## config.mk

```make
export PLATFORM = sky130hd
export DESIGN_NAME = virtio_avail_poller
export DESIGN_NICKNAME = d
export VERILOG_FILES = /design/src/rtl/virtio_avail_poller.sv
export SDC_FILE = /design/constraint.sdc
export NUM_CORES = 1
export LEC_CHECK = 0
export ABC_CLOCK_PERIOD_IN_PS = 7600
export CAP_MARGIN = 30
export CORE_UTILIZATION = 47
export DETAILED_ROUTE_END_ITERATION = 10
export HOLD_SLACK_MARGIN = 0.03
export PLACE_DENSITY = 0.81
export SETUP_SLACK_MARGIN = 0.2
export SYNTH_ARGS = -nofsm -noshare
export SYNTH_HDL_FRONTEND = slang
export SYNTH_SLANG_ARGS = --single-unit
```

## constraint.sdc

```tcl
create_clock -name clk -period 7.6 [get_ports clk]
set_clock_uncertainty 0.2 [all_clocks]
set_input_delay 1.52 -clock clk [delete_from_list [all_inputs] [get_ports clk]]
set_output_delay 1.52 -clock clk [all_outputs]
set_load 0.02 [all_outputs]
```

## src/rtl/virtio_avail_poller.sv

```systemverilog
// virtio_avail_poller: latches per-queue virtio notifications, round-robin
// selects a pending queue, reads the driver's avail.idx (2 bytes at
// avail_addr + 2) from host memory, and emits {qid, start_idx, count}
// records to the descriptor-fetch stage. Owns next_avail_idx per queue.
//
// Optional build macro VIRTIO_AVAIL_ERRCHK_EN: when defined, a response
// whose count exceeds queue_size raises a one-cycle err_valid pulse instead
// of emitting a record. When undefined, err_valid/err_qid are tied to 0.
module virtio_avail_poller #(
   parameter int NQ = 3,
   parameter int AW = 64
) (
   input  logic             clk,
   input  logic             csr_rst,
   input  logic             notify_valid,
   input  logic [1:0]       notify_qid,
   input  logic [NQ-1:0]    queue_ready,
   input  logic [NQ*AW-1:0] avail_addr,
   input  logic [NQ*16-1:0] queue_size,
   output logic             rd_req_valid,
   input  logic             rd_req_ready,
   output logic [AW-1:0]    rd_req_addr,
   input  logic             rd_rsp_valid,
   input  logic [15:0]      rd_rsp_data,
   output logic             avail_valid,
   input  logic             avail_ready,
   output logic [1:0]       avail_qid,
   output logic [15:0]      avail_start_idx,
   output logic [15:0]      avail_count,
   output logic             err_valid,
   output logic [1:0]       err_qid
);

   typedef enum logic [2:0] {
      S_IDLE,
      S_ARB,
      S_REQ,
      S_WAIT,
      S_EMIT
   } state_t;

   state_t      state;
   logic [NQ-1:0] pending;
   logic [NQ-1:0] eligible;
   logic [NQ-1:0] notify_set;
   logic [15:0] next_idx [NQ];
   logic [1:0]  last_qid;
   logic [1:0]  cur_qid;
   logic [15:0] rsp_hold;

   logic        grant_found;
   logic [1:0]  grant_qid;
   logic [AW-1:0] grant_addr;
   logic [15:0] cur_idx;
   logic        cur_ready;
   logic [15:0] rsp_count;
   logic        err_hit;
   logic        commit;

   // Queue index k steps after base, wrapping modulo NQ.
   function automatic logic [1:0] rr_idx(input logic [1:0] base, input int k);
      rr_idx = 2'((int'(base) + k) % NQ);
   endfunction

   assign eligible   = pending & queue_ready;
   assign cur_idx    = next_idx[cur_qid];
   assign cur_ready  = queue_ready[cur_qid];
   assign rsp_count  = rd_rsp_data - cur_idx;
   assign grant_addr = avail_addr[int'(grant_qid)*AW +: AW] + AW'(2);
   assign commit     = (state == S_EMIT) && avail_ready && cur_ready;

   // Decode which queue (if any) the current notify targets.
   always_comb begin
      notify_set = '0;
      for (int i = 0; i < NQ; i++) begin
         notify_set[i] = notify_valid && (notify_qid == 2'(i)) && queue_ready[i];
      end
   end

   // Round-robin pick: first eligible queue after the last one granted.
   always_comb begin
      grant_found = 1'b0;
      grant_qid   = last_qid;
      for (int k = 1; k <= NQ; k++) begin
         if (!grant_found && eligible[rr_idx(last_qid, k)]) begin
            grant_found = 1'b1;
            grant_qid   = rr_idx(last_qid, k);
         end
      end
   end

`ifdef VIRTIO_AVAIL_ERRCHK_EN
   logic [15:0] cur_size;
   assign cur_size = queue_size[int'(cur_qid)*16 +: 16];
   assign err_hit  = (rsp_count > cur_size);

   // One-cycle error pulse for an avail index that runs past the ring size.
   always_ff @(posedge clk) begin
      if (csr_rst) begin
         err_valid <= 1'b0;
         err_qid   <= '0;
      end else begin
         err_valid <= 1'b0;
         if (state == S_WAIT && rd_rsp_valid && cur_ready && err_hit) begin
            err_valid <= 1'b1;
            err_qid   <= cur_qid;
         end
      end
   end
`else
   logic unused_queue_size;
   assign unused_queue_size = ^queue_size;
   assign err_hit   = 1'b0;
   assign err_valid = 1'b0;
   assign err_qid   = '0;
`endif

   // Pending flags: a notify in the grant cycle wins over the grant's clear.
   always_ff @(posedge clk) begin
      if (csr_rst) begin
         pending <= '0;
      end else begin
         for (int i = 0; i < NQ; i++) begin
            if (!queue_ready[i]) begin
               pending[i] <= 1'b0;
            end else if (notify_set[i]) begin
               pending[i] <= 1'b1;
            end else if (state == S_ARB && grant_found && grant_qid == 2'(i)) begin
               pending[i] <= 1'b0;
            end
         end
      end
   end

   // Per-queue next_avail_idx, advanced only when a record is accepted.
   always_ff @(posedge clk) begin
      if (csr_rst) begin
         for (int i = 0; i < NQ; i++) next_idx[i] <= '0;
      end else begin
         for (int i = 0; i < NQ; i++) begin
            if (!queue_ready[i]) begin
               next_idx[i] <= '0;
            end else if (commit && cur_qid == 2'(i)) begin
               next_idx[i] <= rsp_hold;
            end
         end
      end
   end

   // Holds the returned avail.idx until the record is accepted downstream.
   always_ff @(posedge clk) begin
      if (state == S_WAIT && rd_rsp_valid) begin
         rsp_hold <= rd_rsp_data;
      end
   end

   // Main sequencer: arbitrate, issue the read, then emit or drop the record.
   always_ff @(posedge clk) begin
      if (csr_rst) begin
         state           <= S_IDLE;
         last_qid        <= 2'(NQ - 1);
         cur_qid         <= '0;
         rd_req_valid    <= 1'b0;
         rd_req_addr     <= '0;
         avail_valid     <= 1'b0;
         avail_qid       <= '0;
         avail_start_idx <= '0;
         avail_count     <= '0;
      end else begin
         case (state)
            S_IDLE: begin
               if (|eligible) state <= S_ARB;
            end
            S_ARB: begin
               if (grant_found) begin
                  cur_qid      <= grant_qid;
                  last_qid     <= grant_qid;
                  rd_req_valid <= 1'b1;
                  rd_req_addr  <= grant_addr;
                  state        <= S_REQ;
               end else begin
                  state <= S_IDLE;
               end
            end
            S_REQ: begin
               // The read handshake completes even if the queue was disabled.
               if (rd_req_ready) begin
                  rd_req_valid <= 1'b0;
                  state        <= S_WAIT;
               end
            end
            S_WAIT: begin
               if (rd_rsp_valid) begin
                  if (!cur_ready || rsp_count == 16'd0 || err_hit) begin
                     state <= S_IDLE;
                  end else begin
                     avail_valid     <= 1'b1;
                     avail_qid       <= cur_qid;
                     avail_start_idx <= cur_idx;
                     avail_count     <= rsp_count;
                     state           <= S_EMIT;
                  end
               end
            end
            S_EMIT: begin
               if (!cur_ready || avail_ready) begin
                  avail_valid <= 1'b0;
                  state       <= S_IDLE;
               end
            end
            default: state <= S_IDLE;
         endcase
      end
   end

endmodule

```

Yosys cells after proc, flatten, opt, wreduce, memory -nomap -nowiden
Memories as Yosys holds them, arrays and structs flattened. A register that Yosys moved wholly into a read port is not among the register bits.
Index checks and enable logic that the tools add are counted.

word-level totals
  bits in registers = 126
  bits in latches = 0
  RAM bits = 48
  memory bits (read-only) = 0
  logic and storage cells = 161
  memories = 1

cells by class
  add/subtract/negate cells = 5
  multiply operators = 0
  div/mod/pow operators = 3
  order comparisons = 4
  equal/unequal tests = 16
  shift operators = 1
  mux-type cells = 65
  bitwise operators = 11
  reductions and logical operators = 42

memory list
  memory    words  bits a word  read ports  clocked after Yosys merged registers in  write ports  line  source
  next_idx  3      16           1           1                                        3            46    logic [15:0] next_idx [NQ];

operators with widths
  operator                                                                      count
  192-bit by 9-bit indexed part select with 64-bit output                       1
  32-bit by 3-bit modulo with 32-bit output, second input constant              3
  16-bit 2-to-1 mux                                                             6
  64-bit by 2-bit adder with 64-bit output, second input constant               1
  1-bit 2-to-1 mux                                                              41
  1-bit logical AND                                                             18
  16-bit zero test                                                              1
  16-bit subtractor                                                             1
  3-bit 2-to-1 mux                                                              5
  3-bit one-hot mux with 5 select lines                                         1
  2-bit by 3-bit less-than comparator with 1-bit output, second input constant  4
  2-bit 2-to-1 mux                                                              6
  2-bit != test, second input constant                                          5
  2-bit nonzero test                                                            5
  1-bit binary-select mux with 2-bit select                                     4
  4-bit AND reduction                                                           2
  2-bit by 2-bit adder with 3-bit output, second input constant                 2
  2-bit by 1-bit == test with 1-bit output, second input constant               3
  2-bit == test, second input constant                                          3
  3-bit by 2-bit == test with 1-bit output, second input constant               2
  2-bit zero test                                                               3
  1-bit bitwise OR                                                              6
  3-bit AND reduction                                                           2
  2-bit OR reduction                                                            3
  12 further kinds                                                              19

Longest topological paths before layout
  depth in word-level cells = 15
  gate-level depth with buffers = 23
  depth with buffers taken out = 15

Worst setup path before layout
No wires, ideal clock.

  kind = input to register
  start point = input port queue_ready[1]
  end point = register rd_req_addr[49]
  library setup time = 0.122 ns
  data arrival time = 6.031 ns
  required time = 7.278 ns
  setup slack = 1.247 ns
  stages = 20
  path through = and2_4 > buf_6 > a32o_1 > o41a_1 > a21o_1 > a21oi_1 > buf_2 > buf_1 > buf_2 > buf_1 > buf_1 > nand2_1 > o21ai_0 > ha_1 > nand4_1 > nor4_2 > nand4_2 > buf_6 > o211a_1 > a311o_1

between the ends
  longest elaborated chain between the ends = 12

ends and longest elaborated chain
  what                                                     line  source
  from (decl)                                              17    input logic [NQ-1:0] queue_ready,
  3-bit AND *                                              65    assign eligible = pending & queue_ready;
  1-bit binary-select mux with 2-bit select                85    if (!grant_found && eligible[rr_idx(last_qid, k)]) begin
  1-bit 2-to-1 mux (not written as such)                   85
  1-bit 2-to-1 mux                                         85
  1-bit zero test                                          85
  1-bit logical AND                                        85
  1-bit 2-to-1 mux                                         85
  1-bit zero test                                          85
  1-bit logical AND                                        85
  2-bit 2-to-1 mux                                         85
  192-bit by 9-bit indexed part select with 64-bit output  69    assign grant_addr = avail_addr[int'(grant_qid)*AW +: AW] + AW'(2);
  64-bit by 2-bit adder with 64-bit output                 69
  to (signal assigned)                                     179   rd_req_addr <= grant_addr;
  to (decl)                                                22    output logic [AW-1:0] rd_req_addr,

Mark *: on every way between the ends. The rest lies on a longest branch, timed or not. The select of a mux whose other input is x is not followed.
A chain may end at the register's enable or synchronous reset.

Worst setup path in the final report
  start point = input port queue_ready[0]
  end point = register rd_req_addr[57]

The elaborated chain is that of the path after synthesis.

==> flow_metrics.py <==
metrics = {
    "outcome": {
        "outcome": "finished, final reports clean",
    },
    "critical_path": {
        "reg2reg_from": "last_qid[0]$_SDFFE_PP0P_",
        "path_depth": 13,
        "crit_family": "compound AO/OA/AOI/OAI gates",
        "worstSetupEndpointType": "flip-flop",
        "crit_chain": "clkdlybuf4s50_1 > nand3b_1 > a21oi_1 > o41a_1 > a21o_4 > a21oi_4 > buf_12 > a32o_1 > nand4_1 > nor4_2 > nand4_2 > o311a_1 > a221o_1",
        "crit_path_end": "rd_req_addr[57]$_SDFFE_PP0P_",
        "r2r-end": "rd_req_addr[57]$_SDFFE_PP0P_",
        "cp-start-kind": "input port",
        "critPathSlowestCell": "clkdlybuf4s50_1",
        "reg2reg_slack_ns": 1.87,
        "slowest_delay_ns": 0.60,
        "r2r_cells": 14,
        "arrival_ns": 6.47,
        "critPathKind": "input port to flip-flop",
        "cp.required_ns": 7.72,
        "path_buf_inv": 2,
        "crit_start": "queue_ready[0]",
        "cp_max_fo": 71,
    },
    "timing": {
        "fin_crit_sh": 0.835,
        "hold_viol_final": 0,
        "rsz0062_at_grt": "no",
        "max_slew.worst_pin.slew_ns": 1.03,
        "setup_violations": 0,
        "slew_violations": 0,
        "fin_ws_ns": 1.25,
        "setup_tns_ns": 0,
        "period_needed_ns": 6.35,
        "max_freq_mhz": 158,
        "slew_headroom": 0.309,
    },
    "placement": {
        "io_buffers": 318,
        "dpl.cell_count": 1906,
        "place.gp.congestion": 0.926,
        "dpl_worst_slack_ns": 0.878,
        "dpl.hpwl_um": 29900,
    },
    "finish": {
        "fillers": 1896,
        "nets": 1899,
        "syn2layout_area_growth_pct": 37.2,
        "drive_gt1_frac": 0.0609,
        "layoutNonFillerInstCount": 1943,
    },
    "routing": {
        "wire_per_inst_um": 20.3,
        "drtIter0Drc": 945,
        "finalWirelength_um": 39400,
        "vias": 11600,
        "routed_via_density": 5.99,
        "postRouteAntennaNets": 0,
        "firstDrtPassIters": 5,
        "drc": 0,
    },
    "yosys": {
        "yosysUniqueCellTypes": 73,
        "synth_async_sr_flop_share": 0,
        "synth-main-ff-cell": "dfxtp_1",
        "yosysTopAreaCell": "dfxtp_1",
        "syn_avg_cell_area_um2": 8.37,
        "syn_area_mm2": 0.0111,
        "synth_top_area_frac": 0.200,
        "yosys_warnings": 0,
        "synth_area_leaders": "dfxtp_1 (20%), edfxtp_1 (17%), mux2i_1 (8.1%)",
        "synth_edf_count": 64,
        "synthCells": 1330,
        "ys_seq_area_frac": 0.372,
        "yosys_register_bits": 175,
    },
    "global_route": {
        "grt_start_max_net_pins": 73,
        "grt_pass1_vias": 10900,
        "grt-ovfl-total": 0,
        "grt.met2_usage": 0.557,
        "use_met3": 0.0558,
        "grt_busiest_layer": "met2",
        "grt_first_pass_wirelength_um": 60400,
        "grt.met1_usage": 0.403,
        "antenna_found_initial": 4,
        "grt_use_total": 0.323,
    },
    "clocking": {
        "cts_max_level": 4,
        "post_cts_resized": 0,
        "clkTransAtPathRegs_ns": 0.07,
        "cts_made_buffers": 17,
        "insertion_delay_ns": 0.44,
        "clock-sinks": 175,
        "cts_tree": "done",
        "postCtsSetupBuffers": 0,
        "cts_hold_buf": 0,
        "cts.path.max_buffers": 2,
        "root_buffer": "clkbuf_16",
    },
    "floorplan": {
        "fp.coreArea_mm2": 0.0229,
        "rows": 55,
        "fp.dieW_um": 156,
        "die_area_mm2": 0.0243,
        "dieHeight_um": 156,
        "io_pins": 370,
        "start_util": 0.486,
    },
    "power_and_ir_drop": {
        "p_clk_frac": 0.399,
        "switching_power_uw": 624,
        "p_seq_frac": 0.424,
        "internal-power_uw": 1700,
        "ir_drop_mv": 0.126,
        "switching_share": 0.268,
        "p_leak_uw": 0.00538,
        "comb_power_share": 0.177,
        "p_per_area_mw_per_mm2": 152,
    },
    "min_path": {
        "hold_class": "flip-flop to flip-flop",
    },
    "run": {
        "cap_violations": 0,
    },
}
==> metal layers <==
metal | routed length [um] | vias to the layer above
li1 | - | 5482
met1 | 16100 | 5537
met2 | 19100 | 542
met3 | 2980 | 71
met4 | 1190 | 0
met5 | 0 | -
==> layout by cell type (no fill, tap or decap), types with 10 or more instances in the layout <==
master	netlist	layout
a211oi_1	16	16
a21oi_1	95	92
a31o_2	17	17
a32o_1	10	10
and2_1	55	55
and3_1	15	15
buf_4	5	23
clkbuf_16	0	17
clkdlybuf4s50_1	0	317
dfxtp_1	111	111
edfxtp_1	64	64
ha_1	18	18
inv_1	14	14
mux2i_1	90	90
nand2_1	204	203
nand3_1	75	75
nand4_1	22	22
nor2_1	94	93
nor3_1	21	21
nor3b_1	20	20
nor4_1	11	11
o211ai_1	13	13
o21ai_0	73	73
o22ai_1	12	12
o2bb2ai_1	20	20
or4_1	13	13
xnor2_1	28	28
xor2_1	13	13
==> power by group through the flow <==
stage / clock, uW / combinational (uW) / sequential, uW
final: 929 / 413 / 986
after detailed placement: 0 / 404 / 1010
after global placement: 0 / 399 / 1010
after CTS: 935 / 406 / 986
after floorplan: 0 / 203 / 1010
after global routing: 971 / 444 / 987
==> cells in the mapped netlist, types with 5 or more instances <==
cell,n
ha_1,18
o21ai_0,73
a32o_1,10
a32oi_1,6
mux2_2,5
nand2_1,204
a311o_1,6
nor2b_1,7
buf_4,5
nor4_1,11
xor2_1,13
mux2i_1,90
o21a_1,5
or4_1,13
o22ai_1,12
clkbuf_1,51
nand4_1,22
and3_1,15
nor2_1,94
buf_2,11
xnor2_1,28
a31oi_1,9
nor3b_1,20
o211a_1,5
nand3b_1,5
a31o_2,17
edfxtp_1,64
dfxtp_1,111
a211oi_1,16
or3_1,8
a21oi_1,95
o2bb2ai_1,20
nand2b_1,7
inv_1,14
buf_1,12
nand3_1,75
nor3_1,21
and2_1,55
o211ai_1,13
==> how the worst min path moves through the flow <==
| stage | start | endpoint | slack [ns] | depth (start not counted) |
|---|---|---|---|---|
| 2_1_floorplan | state[2]$_SDFFE_PP0P_ | state[0]$_SDFFE_PP0P_ | 0.26 | 1 |
| 4_1_cts | rd_req_addr[5]$_SDFFE_PP0P_ | rd_req_addr[5]$_SDFFE_PP0P_ | 0.25 | 2 |
| 3_5_place_dp | rd_req_addr[34]$_SDFFE_PP0P_ | rd_req_addr[34]$_SDFFE_PP0P_ | 0.24 | 2 |
| 6_report | rd_req_addr[5]$_SDFFE_PP0P_ | rd_req_addr[5]$_SDFFE_PP0P_ | 0.25 | 2 |
| 5_1_grt | rd_req_addr[53]$_SDFFE_PP0P_ | rd_req_addr[53]$_SDFFE_PP0P_ | 0.28 | 2 |
| 3_3_place_gp | rd_req_addr[27]$_SDFFE_PP0P_ | rd_req_addr[27]$_SDFFE_PP0P_ | 0.24 | 2 |
==> state kept, by name (all words and copies together), names as in the netlist, 2 cells and up, named ones only <==
signal	cells
state	3
avail_qid	2
last_qid	2
next_idx	48
pending	3
avail_start_idx	16
avail_count	16
rd_req_addr	64
rsp_hold	16
==> cell families (layout without fill, tap and decap cells) <==
logic type	after synthesis	count (layout)	synth area share
DFF	175	175	0.372
adders and majority gates	19	19	0.0220
muxes	96	96	0.0869
AOI/OAI and AO/OA	328	328	0.195
other	1	8	0.000337
buffers and inverters	98	391	0.0380
xor gates and xnor gates	41	41	0.0322
and+or+nand+nor	572	572	0.253
==> through the flow <==
stage                     instance area, um^2  total power (uW)  hold slack, ns  utilization
final                                   15300              2330           0.253        0.667
after global routing                    15300              2400           0.275        0.667
after CTS                               15200              2330           0.255        0.665
after detailed placement                14600              1410           0.245        0.639
after global placement                  14600              1410           0.236        0.639
after floorplan                         11100              1210           0.257            -
==> worst min-delay path, delay by kind of cell (launching register included) <==
family          cells  cell delay [ns]
compound gates      1             0.05
flops               1             0.31
simple gates        1             0.05
==> final cells by class <==
| cell class | count | area, um^2 | area share |
|---|---|---|---|
| sequential | 175 | 4140 | 0.271 |
| timing repair buffer | 344 | 3420 | 0.224 |
| tap | 313 | 392 | 0.0256 |
| clock inverter | 13 | 179 | 0.0117 |
| clock buffer | 18 | 429 | 0.0281 |
| inverter | 16 | 60.1 | 0.00393 |
| antenna | 5 | 12.5 | 0.000819 |
| multi-input combinational | 1059 | 6650 | 0.435 |
No activity file was read; power rests on OpenSTA's default activity.
